[config.mk]
export PLATFORM = sky130hd
export DESIGN_NAME = fifo_rd_ctrl
export DESIGN_NICKNAME = d
export VERILOG_FILES = /design/src/rtl/fifo_pkg.sv /design/src/rtl/wr_2_rd_sync.sv /design/src/rtl/fifo_rd_ctrl.sv
export SDC_FILE = /design/constraint.sdc
export NUM_CORES = 1
export LEC_CHECK = 0
export BUFFER_PORTS_ARGS = -buffer_cell sky130_fd_sc_hd__buf_2
export CAP_MARGIN = 20
export CORE_UTILIZATION = 45
export CTS_CLUSTER_SIZE = 16
export DETAILED_ROUTE_END_ITERATION = 16
export PLACE_DENSITY = 0.72
export SLEW_MARGIN = 40
export SYNTH_ARGS = -nofsm -noshare
export SYNTH_HDL_FRONTEND = slang
export SYNTH_SLANG_ARGS = --single-unit
[constraint.sdc]
create_clock -name rd_clk -period 3.52 [get_ports rd_clk]
set_input_delay 0.176 -clock rd_clk [delete_from_list [all_inputs] [get_ports rd_clk]]
set_output_delay 0.176 -clock rd_clk [all_outputs]
set_load 0.05 [all_outputs]
[src/rtl/fifo_pkg.sv]
// Shared async-FIFO definitions: default widths and Gray/binary pointer conversions.
// Conversions work on a zero-extended 32-bit word; callers cast the result to their pointer width.
package fifo_pkg;

  localparam int ADDR_WIDTH = 8;
  localparam int DATA_WIDTH = 8;
  localparam int CODE_W     = 32;

  function automatic logic [CODE_W-1:0] bin2gray(input logic [CODE_W-1:0] b);
    return b ^ (b >> 1);
  endfunction

  function automatic logic [CODE_W-1:0] gray2bin(input logic [CODE_W-1:0] g);
    logic [CODE_W-1:0] b;
    b[CODE_W-1] = g[CODE_W-1];
    for (int i = CODE_W - 2; i >= 0; i--) begin
      b[i] = b[i+1] ^ g[i];
    end
    return b;
  endfunction

endpackage

[src/rtl/wr_2_rd_sync.sv]
// Two-flop synchronizer bringing the Gray write pointer into the read clock domain.
module wr_2_rd_sync #(
  parameter int Width = 9
) (
  input  logic             rd_clk,
  input  logic             rd_rst,
  input  logic [Width-1:0] i_ptr_gray,
  output logic [Width-1:0] o_ptr_sync
);

  logic [Width-1:0] r_meta;
  logic [Width-1:0] r_sync;

  always_ff @(posedge rd_clk) begin
    if (rd_rst) begin
      r_meta <= '0;
      r_sync <= '0;
    end else begin
      r_meta <= i_ptr_gray;
      r_sync <= r_meta;
    end
  end

  assign o_ptr_sync = r_sync;

endmodule

[src/rtl/fifo_rd_ctrl.sv]
// Read-domain controller of the async FIFO: read pointer, memory read issue,
// registered read data and empty/almost-empty/level/underflow status.
module fifo_rd_ctrl
  import fifo_pkg::*;
#(
  parameter int Addr_Width          = ADDR_WIDTH,
  parameter int Data_Width          = DATA_WIDTH,
  parameter int Almost_Empty_Thresh = 4
) (
  input  logic                  rd_clk,
  input  logic                  rd_rst,
  input  logic                  rd_en,
  input  logic [Addr_Width:0]   wr_ptr_gray,
  input  logic [Data_Width-1:0] mem_rd_data,
  output logic                  mem_rd_en,
  output logic [Addr_Width-1:0] mem_rd_addr,
  output logic [Addr_Width:0]   rd_ptr_gray,
  output logic [Data_Width-1:0] rd_data,
  output logic                  rd_valid,
  output logic                  empty,
  output logic                  almost_empty,
  output logic [Addr_Width:0]   rd_level,
  output logic                  underflow
);

  localparam int PW = Addr_Width + 1;
  localparam logic [PW-1:0] AE_THRESH = PW'(Almost_Empty_Thresh);

  // Consumer handshake: a read is taken in any cycle where rd_en is high and the
  // registered empty is low; its data appears with a single-cycle rd_valid two
  // edges later. rd_en while empty is dropped and reported on underflow.

  logic [PW-1:0] w_wr_ptr_sync;
  logic [PW-1:0] w_wr_bin_sync;
  logic [PW-1:0] w_rd_ptr_bin_next;
  logic [PW-1:0] w_rd_gray_next;
  logic [PW-1:0] w_level_next;
  logic          w_accept;

  logic [PW-1:0] r_rd_ptr_bin;
  logic          r_stage1;

  wr_2_rd_sync #(
    .Width(PW)
  ) u_wr_2_rd_sync (
    .rd_clk    (rd_clk),
    .rd_rst    (rd_rst),
    .i_ptr_gray(wr_ptr_gray),
    .o_ptr_sync(w_wr_ptr_sync)
  );

  assign w_wr_bin_sync     = PW'(gray2bin(CODE_W'(w_wr_ptr_sync)));
  assign w_accept          = rd_en && !empty;
  assign w_rd_ptr_bin_next = r_rd_ptr_bin + {{Addr_Width{1'b0}}, w_accept};
  assign w_rd_gray_next    = PW'(bin2gray(CODE_W'(w_rd_ptr_bin_next)));
  // Modular difference stays correct across the pointer wrap.
  assign w_level_next      = w_wr_bin_sync - w_rd_ptr_bin_next;

  assign mem_rd_en   = w_accept;
  assign mem_rd_addr = r_rd_ptr_bin[Addr_Width-1:0];

  always_ff @(posedge rd_clk) begin
    if (rd_rst) begin
      r_rd_ptr_bin <= '0;
      rd_ptr_gray  <= '0;
      empty        <= 1'b1;
      almost_empty <= 1'b1;
      rd_level     <= '0;
      underflow    <= 1'b0;
      r_stage1     <= 1'b0;
      rd_valid     <= 1'b0;
      rd_data      <= '0;
    end else begin
      r_rd_ptr_bin <= w_rd_ptr_bin_next;
      rd_ptr_gray  <= w_rd_gray_next;
      empty        <= (w_rd_gray_next == w_wr_ptr_sync);
      almost_empty <= (w_level_next <= AE_THRESH);
      rd_level     <= w_level_next;
      underflow    <= rd_en && empty;
      r_stage1     <= w_accept;
      rd_valid     <= r_stage1;
      if (r_stage1) begin
        rd_data <= mem_rd_data;
      end
    end
  end

endmodule

Word-level counts from Yosys, hierarchy flattened
Index checks and enable logic that the tools add are counted.
W data, S select, Z words.
{"block": "op_classes", "n_lt_le_gt_ge": 1, "n_reduce_logical": 3, "bitwise": 9, "eq_ne": 1, "addsub": 2}
{"op": "$add A9 B1 Y9", "count": 1}
{"op": "$eq A9 B9 Y1", "count": 1}
{"op": "$le A9 B3 Y1 const B", "count": 1}
{"op": "$sub A9 B9 Y9", "count": 1}
{"op": "$xor A9 B8 Y9", "count": 1}
{"op": "$xor A1 B1 Y1", "count": 8}
{"op": "$logic_and A1 B1 Y1", "count": 2}
{"op": "$logic_not A1 Y1", "count": 1}
{"block": "word_totals", "elab_cells": 27, "ff_bits": 58, "out_inout_bits": 39, "input_bits": 20}

Longest topological paths before layout
Gate-level depths: netlist of the first run.
{"block": "depth", "word_depth": 10, "mapped_depth": 15, "ltp_nobuf": 15}

Modules after synthesis
A second synthesis of the first run with hierarchy kept.
{"block": "hier_totals", "hier_cells": 240, "area_unflattened_um2": 2468.6}
{"mod": "fifo_rd_ctrl", "cells_per_inst": 203, "seq_area_each_um2": 780.7, "instances": 1, "area_per_inst_um2": 1979.4}
{"mod": "wr_2_rd_sync", "cells_per_inst": 37, "seq_area_each_um2": 360.3, "instances": 1, "area_per_inst_um2": 489.2}

Worst setup path after synthesis of the first run
No wires, ideal clock.
{"block": "synth_timing", "path_kind": "reg-to-reg", "start": "reg empty", "end": "reg almost_empty", "stages_incl_launch_ff": 15, "arrival_time_ps": 3776, "n_path_buf": 1, "setup_time_ps": 60, "setup_slack_ps": -317, "t_required_ps": 3460, "period_less_slack_ps": 3837, "cell_sequence": "dfxtp_1 nor2b_1 ha_1 ha_1 clkbuf_1 nand3_1 nor2_1 xnor2_1 ha_1 o21ai_0 nand2b_1 a31oi_1 xor2_1 o2111a_1 a41o_1"}
{"block": "synth_via", "elab_chain_len": 5}
{"item": "from (decl)", "line_no": "fifo_rd_ctrl.sv:20", "text": "output logic empty,"}
{"item": "from (signal assigned)", "line_no": "fifo_rd_ctrl.sv:76", "text": "empty <= (w_rd_gray_next == w_wr_ptr_sync);"}
{"item": "$logic_not A1 Y1", "line_no": "fifo_rd_ctrl.sv:53", "text": "assign w_accept = rd_en && !empty;"}
{"item": "$logic_and A1 B1 Y1", "line_no": "fifo_rd_ctrl.sv:53"}
{"item": "named net mem_rd_en", "line_no": "fifo_rd_ctrl.sv:15", "text": "output logic mem_rd_en,"}
{"item": "$add A9 B1 Y9", "line_no": "fifo_rd_ctrl.sv:54", "text": "assign w_rd_ptr_bin_next = r_rd_ptr_bin + {{Addr_Width{1'b0}}, w_accept};"}
{"item": "$sub A9 B9 Y9", "line_no": "fifo_rd_ctrl.sv:57", "text": "assign w_level_next = w_wr_bin_sync - w_rd_ptr_bin_next;"}
{"item": "$le A9 B3 Y1", "line_no": "fifo_rd_ctrl.sv:77", "text": "almost_empty <= (w_level_next <= AE_THRESH);"}
{"item": "to (signal assigned)", "line_no": "fifo_rd_ctrl.sv:77"}
{"item": "to (decl)", "line_no": "fifo_rd_ctrl.sv:21", "text": "output logic almost_empty,"}
The timed path passes the listed nets, and every way through them passes these cells.
A chain may end at the register's enable or synchronous reset.

Final worst setup path of the first run
{"block": "layout_timing", "start": "reg u_wr_2_rd_sync.r_sync[7] (netlist: u_wr_2_rd_sync.o_ptr_sync[7])", "end": "reg almost_empty"}
{"block": "layout_via", "elab_chain_len": 10}
{"item": "from (decl)", "line_no": "wr_2_rd_sync.sv:12", "text": "logic [Width-1:0] r_sync;"}
{"item": "from (signal assigned)", "line_no": "wr_2_rd_sync.sv:20", "text": "r_sync <= r_meta;"}
{"item": "$xor A1 B1 Y1 *", "line_no": "fifo_pkg.sv:17", "text": "b[i] = b[i+1] ^ g[i];"}
{"item": "$xor A1 B1 Y1 (7 in a row)", "line_no": "fifo_pkg.sv:17"}
{"item": "$sub A9 B9 Y9 *", "line_no": "fifo_rd_ctrl.sv:57"}
{"item": "$le A9 B3 Y1 *", "line_no": "fifo_rd_ctrl.sv:77"}
Every way passes the cells marked *; elsewhere a longest branch is shown, timed or not.

==> results of run 1 <==
-- cells in the final DEF, fill, tap and decap left out, types with 2 or more instances in the layout --
master / n
inv_1: 4
nand2b_1: 2
a21oi_2: 2
nor2b_1: 23
buf_4: 18
a21o_1: 2
a41o_1: 2
dfxtp_1: 55
nor3_1: 4
xnor2_1: 19
xnor2_2: 3
xor2_2: 2
nand3_1: 4
buf_2: 57
bufinv_16: 2
ha_1: 9
o21ai_0: 4
nor2_1: 36
xor2_1: 11
clkbuf_8: 11
clkinv_2: 2
dfxtp_2: 2
mux2i_1: 9
nand2_1: 8
-- flip-flops by register name (all words and copies together), names as in the netlist --
name                       cells
rd_level                       9
rd_ptr_gray                    9
u_wr_2_rd_sync.o_ptr_sync      9
u_wr_2_rd_sync.r_meta          9
r_rd_ptr_bin                   8
rd_data                        8
almost_empty                   1
empty                          1
r_stage1                       1
rd_valid                       1
underflow                      1
-- how the worst max path moves through the flow --
| stage | startpoint | to | cells past startpoint |
|---|---|---|---|
| floorplan | u_wr_2_rd_sync.o_ptr_sync[7] | almost_empty | 15 |
| global placement | u_wr_2_rd_sync.o_ptr_sync[7] | almost_empty | 15 |
| detailed placement | u_wr_2_rd_sync.o_ptr_sync[7] | almost_empty | 15 |
| CTS | u_wr_2_rd_sync.o_ptr_sync[8] | almost_empty | 15 |
| global route | u_wr_2_rd_sync.o_ptr_sync[7] | almost_empty | 15 |
| finish | u_wr_2_rd_sync.o_ptr_sync[7] | almost_empty | 15 |
-- through the flow --
stage / power (mW) / hold slack, ns / setup WS, ns / utilization / instance area [um2]
after floorplan: 1.09 / 0.304 / -0.0536 / - / 2440
after global routing: 2.02 / 0.0409 / -0.348 / 0.617 / 3170
after global placement: 1.20 / 0.385 / 0.00387 / 0.553 / 2840
final: 1.93 / 0.0495 / -0.153 / 0.617 / 3170
after CTS: 1.91 / 0.0370 / -0.0802 / 0.608 / 3120
after detailed placement: 1.20 / 0.388 / -0.115 / 0.554 / 2850
-- power by group through the flow --
| stage | logic (mW) | registers [mW] | clock network, mW |
|---|---|---|---|
| final | 0.537 | 0.714 | 0.681 |
| after global routing | 0.576 | 0.719 | 0.724 |
| after CTS | 0.499 | 0.714 | 0.697 |
| after detailed placement | 0.477 | 0.727 | 0 |
| after global placement | 0.469 | 0.727 | 0 |
| after floorplan | 0.229 | 0.861 | 0 |
-- timing repair --
item	in CTS	in global routing
gates resized for setup	5	7
setup endpoints to repair	2	6
pin swaps	9	12
hold endpoints to repair	0	0
buffers inserted	6	4
hold buffers	0	0
-- cells by family (layout without fill, tap and decap cells) --
kind of cell	Yosys count	in the layout
AOI/OAI and AO/OA	23	23
xor gates and xnor gates	38	38
muxes	9	9
buffers and inverters	15	96
DFF	57	57
and+or+nand+nor	85	85
adders and majority gates	11	11
-- synth_stat cells (2+ instances only) --
cell,instances,share of area
xor2_2,2,0.013
nand3_1,4,0.0082
xor2_1,11,0.040
buf_2,2,0.0041
inv_1,5,0.0077
mux2i_1,9,0.037
o21ai_0,6,0.012
a21oi_1,3,0.0062
a21o_1,2,0.0062
a41o_1,2,0.0082
nor2_1,36,0.056
dfxtp_1,57,0.47
xnor2_1,21,0.076
nand2_1,8,0.012
ha_1,10,0.052
nor2b_1,24,0.062
nand2b_1,2,0.0052
nor3_1,4,0.0082
clkbuf_1,7,0.011
-- metal layers --
| layer | global-route usage | up-vias | share of wire |
|---|---|---|---|
| met4 | 0.117 | 0 | 0.042 |
| li1 | - | 935 | - |
| met2 | 0.261 | 58 | 0.44 |
| met1 | 0.223 | 826 | 0.47 |
| met3 | 0.0437 | 20 | 0.042 |
| met5 | 0 | - | 0 |
-- worst max-delay path: cells and delay by family (launching register included) --
kind / cells / cell delay (ns)
xor+xnor: 7 / 1.81
buf+inv: 1 / 0.04
compound gates: 5 / 0.88
fa+ha+maj: 2 / 0.55
flops: 1 / 0.33
-- layout make-up --
| type | instances | area, um2 |
|---|---|---|
| timing repair buffer | 75 | 420 |
| clock inverter | 5 | 77.6 |
| sequential | 57 | 1140 |
| inverter | 5 | 18.8 |
| tap | 70 | 87.6 |
| multi-input combinational | 166 | 1270 |
| fill | 462 | 1970 |
| clock buffer | 11 | 151 |
==> run_results.csv, run 1 <==
group,metric,value,unit
sta,hold_violations,0,
cts,clkLatencyLatePin,0.33,ns
logic_synthesis,async_flop_share,0,
critical_path,reg2reg_depth,15,
drt,wl_per_cell,12.2,um
logic_synthesis,ys_ff_latch,57,
critical_path,crit_arrival,3.94,ns
sta,setup_tns,-0.186,ns
final_layout,antenna_cells,0,
global_routing,grt_pass1_wl,7.16,mm
power,power.leakage,1.46,nW
sta,max_freq,272,MHz
global_routing,grt_antenna_before_repair,0,
sta,setup_viol,2,
power,swShare,0.308,
flow_run,max_cap_violations,0,
global_routing,grt_max_degree,58,
logic_synthesis,synth_top_family_by_area,"simple AND/OR/NAND/NOR gates",
critical_path,worstPathCellList,"xor3_2, xnor2_2, xor2_2, xor2_2, xnor3_2, xnor2_2, ha_2, inv_2, fa_2, a211oi_2, o21ai_1, a31oi_1, xor2_1, o2111a_1, a41o_1",
cts,tritoncts,"built",
logic_synthesis,netlist_area,2430,um2
placement,port-buffer-count,58,
power,power_frac_clock,0.353,
final_layout,layout.nets,345,
power,p_int,1.34,mW
critical_path,cp_slowest_cell,"xor3_2",
critical_path,ff2ff_setup_slack,-0.15,ns
outcome,status,"finished, violations left",
logic_synthesis,synthCells,238,
drt,totalWireLength,4.75,mm
worst_hold_path,min_to,"u_wr_2_rd_sync.r_meta[7]",
global_routing,grt-ovfl-total,0,
final_layout,drive_gt1_frac,0.348,
sta,layout_min_cycle_time,3.67,ns
logic_synthesis,ys.flop_type,"dfxtp_1",
logic_synthesis,synth_simple_gate_area_frac,0.174,
power,p_comb_frac,0.278,
critical_path,end_kind,"flop",
logic_synthesis,ys_seq_area_frac,0.470,
logic_synthesis,synthAdderAreaFrac,0.0598,
logic_synthesis,synth_compound_area_frac,0.0680,
floorplanning,die_h,75.4,um
sta,fin_skew,0.00557,ns
floorplanning,die_w,75.4,um
cts,cts.sinks,57,
sta,timing.final.max_slew_violations,0,
drt,vias_per_cell,4.73,
sta,min_period_over_period,1.04,
power,power.density,609,nW/um2
sta,fin_ws,-0.153,ns
floorplanning,core_area,5140,um2
logic_synthesis,yosys_warnings,0,
worst_hold_path,hold_path_depth,2,
cts,cts_buffers,9,
critical_path,timing.rr.start,"u_wr_2_rd_sync.o_ptr_sync[7]",
cts,root_buffer,"clkbuf_8",
logic_synthesis,synth_edf_count,0,
floorplanning,die-area,5690,um2
logic_synthesis,syn-num-nets,269,
cts,h-tree-depth,3,
critical_path,crit_fanout,2,
final_layout,fin_cells,389,
floorplanning,initial_core_util,0.472,
sta,worst_pin_slew,0.559,ns
drt,drt_iter0_drc,52,
critical_path,cp-start-kind,"flop",
logic_synthesis,ys_types,42,
floorplanning,placementRows,26,
logic_synthesis,synthMuxAreaShare,0.0371,
placement,dpl.hpwl,3.23,mm
worst_hold_path,holdCritPathClass,"input pin to flop",
logic_synthesis,syn-mean-instance-area,10.2,um2
critical_path,r2r-end,"almost_empty",
power,p_sw,594,uW
placement,gp_congestion,0.895,
critical_path,crit_required,3.79,ns
worst_hold_path,worstHoldStart,"wr_ptr_gray[7]",
outcome,violations,"negative setup slack",
critical_path,slowest_delay,0.46,ns
floorplanning,io_pins,59,
logic_synthesis,synth-xor-area-share,0.166,
global_routing,grtUsageTotal,0.174,
drt,drtPass1Iterations,4,
drt,vias,1839,
drt,ant_nets,0,
drt,drcViolationCount,0,
critical_path,path_class,"flop to flop",
cts,path_clk_slew,0.06,ns
sta,slew_headroom,0.627,
power,peakVddDrop,0.000317,V
global_routing,grt_pass1_vias,1563,
power,sequentialPowerShare,0.369,
sta,rsz0062_at_grt,"true",
final_layout,area_growth,30.6,%
placement,dp.cells,365,
cts,clockBufferDepth,2,
(Power assumes the default switching activity.)
==> run 2, diff against run 1 <==
--- a/config.mk
+++ b/config.mk
@@ -15,3 +15,4 @@
 export SYNTH_ARGS = -nofsm -noshare
 export SYNTH_HDL_FRONTEND = slang
 export SYNTH_SLANG_ARGS = --single-unit
+export TNS_END_PERCENT = 20
==> run 2 against run 1 <==
Sequential power barely moved. Sequential cell count is the same. Critical endpoint unchanged. First-iteration DRC count down 13%. Critical path type unchanged. Sequential share of layout area about the same. The flow still finishes with violations (negative setup slack). Non-clock buffer count rose by 1. Setup slack got worse by 0.041 ns.
==> run_results.csv, run 2 (synthesis gave the netlist of run 1 again) <==
group,metric,value,unit
sta,hold_violations,0,
drt,vias,1841,
final_layout,final_util,0.616,
sta,rsz0062_at_grt,"true",
final_layout,antenna_cells,0,
cts,cts_buffers,9,
critical_path,crit_fanout,2,
global_routing,grt_pass1_vias,1574,
sta,min_period_over_period,1.06,
cts,clockBufferDepth,2,
final_layout,area_growth,30.4,%
floorplanning,io_pins,59,
worst_hold_path,worstHoldStart,"wr_ptr_gray[7]",
critical_path,ff2ff_setup_slack,-0.19,ns
drt,routed-wl-met3,205,um
cts,cts.sinks,57,
global_routing,grt-ovfl-total,0,
critical_path,end_kind,"flop",
final_layout,layout_common_cells,"57 x buf_2, 55 x dfxtp_1, 36 x nor2_1, 23 x nor2b_1, 20 x xnor2_1",
sta,timing.final.max_slew_violations,0,
critical_path,timing.rr.start,"u_wr_2_rd_sync.o_ptr_sync[7]",
drt,vias_per_cell,4.72,
critical_path,reg2reg_depth,15,
sta,layout_min_cycle_time,3.71,ns
critical_path,crit_buf_inv,1,
critical_path,cp-start-kind,"flop",
global_routing,grt_antenna_before_repair,0,
outcome,status,"finished, violations left",
drt,met2_length,2.12,mm
floorplanning,initial_core_util,0.472,
cts,path_clk_slew,0.06,ns
critical_path,r2r-end,"almost_empty",
final_layout,drive_gt1_frac,0.341,
drt,ant_nets,0,
final_layout,stdcell_area,3170,um2
sta,max_freq,269,MHz
cts,root_buffer,"clkbuf_8",
sta,slew_headroom,0.631,
floorplanning,die_h,75.4,um
global_routing,grtUsageTotal,0.175,
sta,setup_tns,-0.421,ns
placement,dp_slack,-0.115,ns
critical_path,crit_arrival,3.98,ns
floorplanning,placementRows,26,
drt,drcViolationCount,0,
critical_path,path_class,"flop to flop",
critical_path,cp_top_family,"XOR/XNOR gates",
cts,clkLatencyLatePin,0.33,ns
drt,highest_layer,"met4",
global_routing,grt_pass1_wl,7.18,mm
drt,wl_per_cell,12.2,um
critical_path,crit_required,3.79,ns
critical_path,worstPathCellList,"xor3_2, xnor2_2, xor2_2, xor2_2, xnor3_2, xnor2_2, ha_2, inv_2, fa_2, a211oi_2, o21ai_1, a31oi_1, xor2_1, o2111a_1, a41o_1",
floorplanning,core_area,5140,um2
power,power.density,609,nW/um2
critical_path,slowest_delay,0.46,ns
final_layout,layout.nets,346,
power,power,1.93,mW
placement,gp_congestion,0.895,
final_layout,final_common_cell,"buf_2",
flow_run,max_cap_violations,0,
worst_hold_path,hold_path_depth,2,
global_routing,grt_max_degree,58,
sta,fin_skew,0.00602,ns
cts,h-tree-depth,3,
drt,drt_iter0_drc,45,
cts,tritoncts,"built",
worst_hold_path,min_to,"u_wr_2_rd_sync.r_meta[7]",
final_layout,nFillCells,463,
outcome,violations,"negative setup slack",
sta,setup_viol,4,
placement,dpl.hpwl,3.23,mm
critical_path,crit_cells,15,
drt,totalWireLength,4.75,mm
floorplanning,die_w,75.4,um
critical_path,cp_slowest_cell,"xor3_2",
placement,placed_area,2850,um2
placement,port-buffer-count,58,
drt,met1_length,2.30,mm
sta,fin_ws,-0.194,ns
drt,drtPass1Iterations,4,
worst_hold_path,holdCritPathClass,"input pin to flop",
sta,worst_pin_slew,0.554,ns
power,power.leakage,1.45,nW
floorplanning,die-area,5690,um2
power,peakVddDrop,0.000307,V
## run 2: repair_timing
item,in CTS,in global routing
setup buffers,6,3
cloned,0,0
resized for setup,6,3
endpoints found under the setup margin,2,6
pin swaps,9,10
hold buffers,0,0
## run 2: layer usage
layer / vias to the layer above / GRT usage
met3: 15 / 0.0437
met5: - / 0
met2: 60 / 0.264
met1: 829 / 0.223
met4: 0 / 0.115
li1: 937 / -
## run 2: layout make-up
type | instances | area (um2) | share of cell area
clock buffer | 11 | 151 | 0.0478
clock inverter | 5 | 77.6 | 0.0245
inverter | 5 | 18.8 | 0.00593
multi-input combinational | 166 | 1250 | 0.396
sequential | 57 | 1140 | 0.361
tap | 70 | 87.6 | 0.0277
timing repair buffer | 76 | 432 | 0.136
## run 2: worst max path at each step
stage          slack, ns                    startpoint           end
4_1_cts            -0.08  u_wr_2_rd_sync.o_ptr_sync[8]  almost_empty
5_1_grt            -0.32  u_wr_2_rd_sync.o_ptr_sync[7]  almost_empty
3_3_place_gp       0.004  u_wr_2_rd_sync.o_ptr_sync[7]  almost_empty
6_report           -0.19  u_wr_2_rd_sync.o_ptr_sync[7]  almost_empty
3_5_place_dp       -0.12  u_wr_2_rd_sync.o_ptr_sync[7]  almost_empty
2_1_floorplan      -0.05  u_wr_2_rd_sync.o_ptr_sync[7]  almost_empty
## run 2: through the flow
step | instances | hold slack [ns]
floorplan | 238 | 0.304
global placement | 365 | 0.385
global route | 390 | 0.0409
detailed placement | 365 | 0.388
CTS | 387 | 0.0370
finish | 390 | 0.0498
## run 2: power by group
| group | internal [mW] | switching, mW | total [mW] |
|---|---|---|---|
| sequential | 0.694 | 0.0199 | 0.714 |
| combinational | 0.209 | 0.323 | 0.532 |
| clock | 0.434 | 0.247 | 0.682 |
| total | 1.34 | 0.590 | 1.93 |
==> run 3, diff against run 2 <==
--- a/config.mk
+++ b/config.mk
@@ -10,7 +10,7 @@
 export CORE_UTILIZATION = 45
 export CTS_CLUSTER_SIZE = 16
 export DETAILED_ROUTE_END_ITERATION = 16
-export PLACE_DENSITY = 0.72
+export PLACE_DENSITY = 0.69
 export SLEW_MARGIN = 40
 export SYNTH_ARGS = -nofsm -noshare
 export SYNTH_HDL_FRONTEND = slang
==> constraint.sdc (replaced) <==
create_clock -name rd_clk -period 4.1 [get_ports rd_clk]
set_input_delay 0.205 -clock rd_clk [delete_from_list [all_inputs] [get_ports rd_clk]]
set_output_delay 0.205 -clock rd_clk [all_outputs]
set_load 0.05 [all_outputs]
==> run 3 against run 2 <==
First-iteration DRC count increased by 130%. Sequential share of layout area increased by 1.6 points. Clock power shrank 19%. The run now ends clean. Power decreased by 18%. Sequential power decreased by 14%. Utilization shrank 2.7 points. Register-to-register slack improved by 0.51 ns. Cell area down 4.4%. Maximum frequency down 1.8%. Largest cell class unchanged. Setup slack gained 0.51 ns.
==> run_results.csv, run 3 (synthesis gave the netlist of run 1 again) <==
group,metric,value,unit
power,p_sw,477,uW
final_layout,layout_common_cells,"57 x dfxtp_1, 57 x buf_2, 36 x nor2_1, 24 x nor2b_1, 21 x xnor2_1",
sta,setup_tns,0,ns
global_routing,grt_pass1_vias,1491,
drt,vias,1755,
cts,root_buffer,"clkbuf_8",
global_routing,grt_antenna_before_repair,0,
critical_path,worstPathCellList,"xor3_2, xnor2_4, xor2_2, xor2_2, xnor3_2, xnor2_1, ha_1, inv_1, fa_2, a211oi_2, o21ai_0, a31oi_1, xor2_1, o2111a_1, a41o_1",
final_layout,layout.nets,332,
floorplanning,placementRows,26,
critical_path,cp_slowest_cell,"xor3_2",
power,power,1.57,mW
drt,drcViolationCount,0,
final_layout,nFillCells,468,
flow_run,max_cap_violations,0,
sta,slew_headroom,0.572,
placement,gp_congestion,0.818,
final_layout,antenna_cells,0,
drt,drtPass1Iterations,4,
power,power.leakage,1.37,nW
floorplanning,core_area,5140,um2
global_routing,grt_pass1_wl,6.63,mm
floorplanning,die-area,5690,um2
global_routing,grtUsageTotal,0.166,
sta,rsz0062_at_grt,"false",
cts,h-tree-depth,3,
sta,worst_pin_slew,0.638,ns
cts,clockBufferDepth,2,
critical_path,crit_fanout,3,
drt,routed-wl-met3,267,um
sta,fin_ws,0.320,ns
floorplanning,die_h,75.4,um
global_routing,grt_max_degree,58,
final_layout,final_util,0.589,
outcome,status,"completed",
sta,setup_viol,0,
worst_hold_path,holdCritPathClass,"input pin to flop",
floorplanning,initial_core_util,0.472,
floorplanning,die_w,75.4,um
sta,fin_skew,0.0113,ns
drt,ant_nets,0,
drt,highest_layer,"met4",
sta,max_freq,265,MHz
cts,ctsHoldBuffers,0,
power,peakVddDrop,0.000420,V
cts,path_clk_slew,0.07,ns
power,p_comb_frac,0.258,
cts,tritoncts,"built",
sta,hold_violations,0,
power,power.density,520,nW/um2
drt,drt_iter0_drc,105,
sta,min_period_over_period,0.922,
placement,dpl.hpwl,3.12,mm
placement,dp_slack,0.199,ns
drt,met1_length,2.05,mm
cts,clkLatencyLatePin,0.33,ns
cts,cts.sinks,57,
power,swShare,0.303,
critical_path,cp-start-kind,"flop",
final_layout,drive_gt1_frac,0.275,
floorplanning,io_pins,59,
critical_path,slowest_delay,0.52,ns
sta,timing.final.max_slew_violations,0,
critical_path,crit_required,4.37,ns
power,p_int,1.10,mW
cts,cts_buffers,9,
critical_path,path_common_cell,"xor2_2",
placement,port-buffer-count,58,
drt,vias_per_cell,4.68,
global_routing,grt-ovfl-total,0,
drt,totalWireLength,4.35,mm
critical_path,path_class,"flop to flop",
sta,layout_min_cycle_time,3.78,ns
critical_path,crit_arrival,4.05,ns
drt,wl_per_cell,11.6,um
power,power_frac_clock,0.352,
final_layout,area_growth,24.7,%
sta,whs,0.0907,ns
critical_path,end_kind,"flop",
power,sequentialPowerShare,0.389,
drt,met2_length,1.98,mm
run 3: changes by cell type in the layout (fill, tap and decap cells not counted), moves of 2 or more:
| cell | previous run | this run |
|---|---|---|
| buf_4 | 18 | 5 |
| dfxtp_1 | 55 | 57 |
| clkbuf_1 | 0 | 2 |
| xnor2_2 | 2 | 0 |
| dfxtp_2 | 2 | 0 |
run 3: area by class of cell:
| class | instances | area (um2) | share of cell area |
|---|---|---|---|
| clock inverter | 3 | 65.1 | 0.0215 |
| tap | 70 | 87.6 | 0.0289 |
| clock buffer | 12 | 145 | 0.0480 |
| sequential | 57 | 1140 | 0.377 |
| timing repair buffer | 62 | 323 | 0.107 |
| inverter | 5 | 18.8 | 0.00620 |
| multi-input combinational | 166 | 1250 | 0.412 |
run 3: path summary, 6_finish.rpt:
| check | from | end | depth (start not counted) | slack [ns] |
|---|---|---|---|---|
| max | u_wr_2_rd_sync.o_ptr_sync[7] | almost_empty | 15 | 0.32 |
| min | wr_ptr_gray[7] | u_wr_2_rd_sync.r_meta[7] | 2 | 0.09 |
| max reg2reg | u_wr_2_rd_sync.o_ptr_sync[7] | almost_empty | 15 | 0.32 |
| min reg2reg | u_wr_2_rd_sync.r_meta[1] | u_wr_2_rd_sync.o_ptr_sync[1] | 1 | 0.43 |
run 3: stage by stage:
step | instances | area, um2
floorplan | 238 | 2430
global placement | 357 | 2770
detailed placement | 357 | 2780
CTS | 372 | 2990
global route | 375 | 3030
finish | 375 | 3030
run 3: worst max-delay path: cells and delay by family (launching register included):
family,cells,cell delay [ns]
xor gates and xnor gates,7,1.84
AOI/OAI and AO/OA,5,0.89
adders and majority gates,2,0.55
DFF,1,0.38
buffers and inverters,1,0.05
run 3: power groups by stage:
stage / Sequential (mW) / Combinational [mW] / Clock [mW]
6_report: 0.613 / 0.407 / 0.555
5_1_grt: 0.618 / 0.442 / 0.596
4_1_cts: 0.613 / 0.389 / 0.568
3_5_place_dp: 0.625 / 0.386 / 0
3_3_place_gp: 0.626 / 0.382 / 0
2_1_floorplan: 0.739 / 0.191 / 0
run 3: layer usage:
| layer | vias up | track usage |
|---|---|---|
| li1 | 906 | - |
| met1 | 797 | 0.213 |
| met2 | 48 | 0.242 |
| met3 | 4 | 0.0661 |
| met4 | 0 | 0.0802 |
| met5 | - | 0 |
run 3: timing repair:
item / 4_1_cts / 5_1_grt
hold endpoints to repair: 0 / 0
buffers inserted: 0 / 3
resized for setup: 0 / 3
endpoints found under the setup margin: 0 / 1
